$ cat src/rtl/uart_tx_scheduler.sv
// uart_tx_scheduler: round-robin scheduler that feeds echo bytes and message packets to a UART transmitter
//
// Ports:
//   clk          system clock, rising-edge synchronous
//   reset        synchronous active-high reset
//   echo_valid   one-cycle push strobe for echo_data into the echo buffer
//   echo_data    echo byte
//   msg_valid    message source presents msg_data
//   msg_data     message byte
//   msg_last     final byte of the current message packet
//   msg_ready    byte accepted this cycle (valid && ready), only ever high in ARB
//   tx_start     one-cycle start pulse to the transmitter
//   tx_data      registered byte for the transmitter, held until the next load
//   tx_busy      transmitter busy flag
//   echo_drop    one-cycle pulse when an echo byte is discarded on a full buffer
//   o_state      FSM state for debug LEDs (ARB=0, ISSUE=1, WAIT_HI=2, WAIT_LO=3)
//
// Build option: UART_TX_SCHED_ECHO_FIFO_EN selects a 4-entry echo FIFO;
// left undefined, the echo buffer is a single holding register.
module uart_tx_scheduler (
    input  logic       clk,
    input  logic       reset,
    input  logic       echo_valid,
    input  logic [7:0] echo_data,
    input  logic       msg_valid,
    input  logic [7:0] msg_data,
    input  logic       msg_last,
    output logic       msg_ready,
    output logic       tx_start,
    output logic [7:0] tx_data,
    input  logic       tx_busy,
    output logic       echo_drop,
    output logic [1:0] o_state
);
    typedef enum logic [1:0] {ARB = 2'd0, ISSUE = 2'd1, WAIT_HI = 2'd2, WAIT_LO = 2'd3} state_t;
    state_t     r_state, w_next_state;
    logic       r_prio_msg, r_pkt_open, r_echo_drop;
    logic [1:0] r_tmo;
    logic [7:0] r_tx_data;
    logic       w_empty, w_full, w_push, w_pop, w_drop;
    logic       w_arb_go, w_sel_msg, w_sel_echo;
    logic [7:0] w_head;

    // An open message packet locks out the echo source until its last byte.
    assign w_arb_go   = (r_state == ARB) && !tx_busy && !reset;
    assign w_sel_msg  = msg_valid && (r_pkt_open || w_empty || r_prio_msg);
    assign w_sel_echo = !w_empty && !r_pkt_open && !w_sel_msg;
    assign w_pop      = w_arb_go && w_sel_echo;
    assign msg_ready  = w_arb_go && w_sel_msg;
    // A pop in the same cycle frees the slot, so a full buffer still accepts the push.
    assign w_push     = echo_valid && (!w_full || w_pop);
    assign w_drop     = echo_valid && w_full && !w_pop;

`ifdef UART_TX_SCHED_ECHO_FIFO_EN
    logic [7:0] r_mem [4];
    logic [1:0] r_wr_ptr, r_rd_ptr;
    logic [2:0] r_count;
    assign w_empty = (r_count == 3'd0);
    assign w_full  = (r_count == 3'd4);
    assign w_head  = r_mem[r_rd_ptr];
    always_ff @(posedge clk) begin
        if (reset) begin
            r_wr_ptr <= 2'd0;
            r_rd_ptr <= 2'd0;
            r_count  <= 3'd0;
        end else begin
            if (w_push) begin
                r_mem[r_wr_ptr] <= echo_data;
                r_wr_ptr        <= r_wr_ptr + 2'd1;
            end
            if (w_pop)
                r_rd_ptr <= r_rd_ptr + 2'd1;
            r_count <= r_count + {2'd0, w_push} - {2'd0, w_pop};
        end
    end
`else
    logic [7:0] r_hold;
    logic       r_count;
    assign w_empty = !r_count;
    assign w_full  = r_count;
    assign w_head  = r_hold;
    always_ff @(posedge clk) begin
        if (reset) begin
            r_count <= 1'b0;
        end else begin
            if (w_push)
                r_hold <= echo_data;
            r_count <= w_push ? 1'b1 : (w_pop ? 1'b0 : r_count);
        end
    end
`endif

    always_ff @(posedge clk) begin
        if (reset)
            r_state <= ARB;
        else
            r_state <= w_next_state;
    end

    always_comb begin
        w_next_state = r_state;
        tx_start     = 1'b0;
        case (r_state)
            ARB:     w_next_state = (w_pop || msg_ready) ? ISSUE : ARB;
            ISSUE: begin
                tx_start     = 1'b1;
                w_next_state = WAIT_HI;
            end
            // Give up on a transmitter that never raises busy after 4 cycles.
            WAIT_HI: w_next_state = tx_busy ? WAIT_LO : ((r_tmo == 2'd3) ? ARB : WAIT_HI);
            WAIT_LO: w_next_state = tx_busy ? WAIT_LO : ARB;
        endcase
    end

    always_ff @(posedge clk) begin
        if (reset) begin
            r_tx_data   <= 8'h00;
            r_prio_msg  <= 1'b0;
            r_pkt_open  <= 1'b0;
            r_tmo       <= 2'd0;
            r_echo_drop <= 1'b0;
        end else begin
            r_echo_drop <= w_drop;
            r_tmo       <= (r_state == WAIT_HI && !tx_busy) ? r_tmo + 2'd1 : 2'd0;
            if (w_pop) begin
                r_tx_data  <= w_head;
                r_prio_msg <= 1'b1;
            end else if (msg_ready) begin
                r_tx_data  <= msg_data;
                r_pkt_open <= !msg_last;
                if (msg_last)
                    r_prio_msg <= 1'b0;
            end
        end
    end

    assign tx_data   = r_tx_data;
    assign echo_drop = r_echo_drop;
    assign o_state   = r_state;
endmodule

$ cat config.mk
export PLATFORM = sky130hd
export DESIGN_NAME = uart_tx_scheduler
export DESIGN_NICKNAME = d
export VERILOG_FILES = /design/src/rtl/uart_tx_scheduler.sv
export SDC_FILE = /design/constraint.sdc
export NUM_CORES = 1
export LEC_CHECK = 0
export CORE_MARGIN = 2
export CORE_UTILIZATION = 35
export DETAILED_ROUTE_END_ITERATION = 16
export PLACE_DENSITY = 0.72
export SLEW_MARGIN = 20
export SYNTH_ARGS = -nofsm -noshare
export SYNTH_HDL_FRONTEND = slang
export SYNTH_SLANG_ARGS = --single-unit
$ cat constraint.sdc
create_clock -name clk -period 2.1 [get_ports clk]
set_input_delay 0.42 -clock clk [delete_from_list [all_inputs] [get_ports clk]]
set_output_delay 0.42 -clock clk [all_outputs]
set_load 0.02 [all_outputs]
==> metrics.txt <==
Nets 159; First DRT Iteration DRCs 18; dpl hpwl between 1500 and 2000 um; WL/cell 12.1 um; critical path peak fanout 7; Clock Tree Buf Depth 2; vias per std cell 4.96; antenna-violating nets left 0; vias in the first global route 800; number of fill cells in the layout around 230; GPL Wtd Cong 0.730; global route overflow 0; Max-Slew Margin vs Limit 81.7%; max-cap violations 0; number of synthesized flops with an enable pin 8; H-tree depth 1; root buf cell clkbuf_4; Min-Delay Path Depth 1; ys async rst share 0%; worst-path cell chain nand2b_1 > inv_1 > clkdlybuf4s50_1; Reg clk slew, reported paths 0.12 ns; initial antenna violation count 0; share of cells above drive strength 1 11.9%; Place WS -0.248 ns; drt total wl 1990 um; initial core utilization 37.7%; setup bufs post-CTS 0; Worst setup EP type output port; GRT Overall Usage between 10% and 20%; Startpoint Class register; f_max around 510 MHz; status finished, final reports clean; total die area 3180 um2; FF-to-FF Start o_state[1]$_SDFF_PP0_; DR vias ~820; dpl cells 161; Final Max Slew Viols 0; P&R area growth vs syn 45.9%; first-pass GRT wire length 3390 um; CP required 1.68 ns; skew final 0.00206 ns; Final WS setup 0.123 ns; TritonCTS sink count 24; Hold Crit Endpoint r_tmo[0]$_SDFF_PP0_; minimum clock period after layout 1.98 ns; Rows 18; syn avg cell area 10.4 um2; WHS around 0.43 ns; Post-Syn Nets ~120; Main synth FF type dfxtp_1; critical path arrival ~1.6 ns; Distinct cells, synth 22; DIE HEIGHT approximately 56 um; RSZ-0062 raised after global routing false; R2R depth 5; number of antenna diodes 0; most frequent cells in the layout clkdlybuf4s50_1 (33), dfxtp_1 (16), nand2_1 (13), nor2_1 (13), nand3_1 (9); Pwr per Cell Area 644 nW/um2; total iterations of the first detailed-routing run 4; critical path's slowest cell clkdlybuf4s50_1; r2r setup slk 0.50 ns; Post-Layout Cell Count 165; Core Area 2540 um2; Final period util a little over nine tenths; IO Port Bufs 34; largest net degree at the start of global routing 17; Slew @ Worst Pin 0.274 ns; Ys Warns 0; Setup crit start o_state[1]$_SDFF_PP0_; CTS tree yes; utilization after layout 55.0%; post-synthesis sequential area ratio 58.4%; I/O Pins 35; die width 56.4 um; drt drc 0; cell count after synthesis approximately 90; Hold Path Class reg2reg; Cell Area, Synth 960 um2; Max VDD drop 0.490 mV; Final Hold Fails 0; static leakage 0.527 nW; FF-to-FF End r_hold[3]$_DFFE_PP_; Crit Path Class reg2out; slowest stage delay, CP 0.59 ns; setup TNS 0 ns; TritonCTS buffer count 3; most common cell after layout, fill and taps aside clkdlybuf4s50_1; hold_sp r_tmo[0]$_SDFF_PP0_; worst skew pair latency 0.31 ns; final setup violation count 0; flops & latches, synth 24
[worst max path at each step]
stage | end | slack (ns) | depth (start not counted)
after floorplan | r_hold[0]$_DFFE_PP_ | 0.25 | 4
after global placement | msg_ready | -0.19 | 5
after detailed placement | msg_ready | -0.25 | 5
after CTS | msg_ready | 0.03 | 5
after global routing | tx_start | 0.04 | 3
final | tx_start | 0.12 | 3
[per-stage QoR]
| stage | instance area, um2 | power [W] |
|---|---|---|
| CTS | 1400 | 0.000911 |
| floorplan | 960 | 0.000616 |
| global placement | 1380 | 0.000709 |
| detailed placement | 1380 | 0.000713 |
| global route | 1400 | 0.000949 |
| finish | 1400 | 0.000901 |
[synth_stat cells (2+ instances only)]
| library cell | instances | area, um2 |
|---|---|---|
| a21oi_1 | 5 | 25.0 |
| a311oi_1 | 7 | 61.3 |
| and3_1 | 2 | 12.5 |
| clkbuf_1 | 2 | 7.51 |
| dfxtp_1 | 16 | 320 |
| edfxtp_1 | 8 | 240 |
| nand2_1 | 13 | 48.8 |
| nand2b_1 | 3 | 18.8 |
| nand3_1 | 9 | 45.0 |
| nor2_1 | 13 | 48.8 |
| nor2b_1 | 2 | 12.5 |
| o21ai_0 | 2 | 10.0 |
[area by class of cell]
class / count / area (um2) / area share, %
flip-flops and latches: 24 / 561 / 40.0
repair buffers: 43 / 415 / 29.7
multi-input cells: 63 / 357 / 25.5
well taps: 30 / 37.5 / 2.68
clock buffers: 3 / 22.5 / 1.61
clock inverters: 1 / 3.75 / 0.268
inverters: 1 / 3.75 / 0.268
[critical path, delay by kind of cell (launching register included)]
kind | cells | cell delay (ns)
buf+inv | 2 | 0.65
flops | 1 | 0.41
simple gates | 1 | 0.19
[state kept, by name (all words and copies together), names as in the netlist]
name,flops
echo_drop,1
o_state,2
r_count,1
r_hold,8
r_pkt_open,1
r_prio_msg,1
r_tmo,2
tx_data,8
[logic make-up (layout without fill, tap and decap cells)]
logic type,count (synthesis),count (layout),synth area share [%]
flops,24,24,58.4
compound gates,16,16,12.4
simple gates,46,46,23.5
fa+ha+maj,1,1,1.30
buf+inv,5,48,4.43
[power breakdown]
part | switching, W | internal [W]
registers | 0.0000156 | 0.000505
clock network | 0.000131 | 0.0000694
logic | 0.0000822 | 0.0000989
total | 0.000228 | 0.000673
[repair_timing]
item	in CTS	in global routing
hold buffers	0	0
endpoints found under the setup margin	1	1
resized for setup	1	2
[per-layer routing]
metal  up-vias  part of all wire, %  track usage, %
met5         -                    0               0
li1        416                    -               -
met2        22                   51            23.7
met4         0                 0.85            6.12
met3         4                  4.6            3.00
met1       377                   43            16.0
Power figures use the tool's default switching activity.
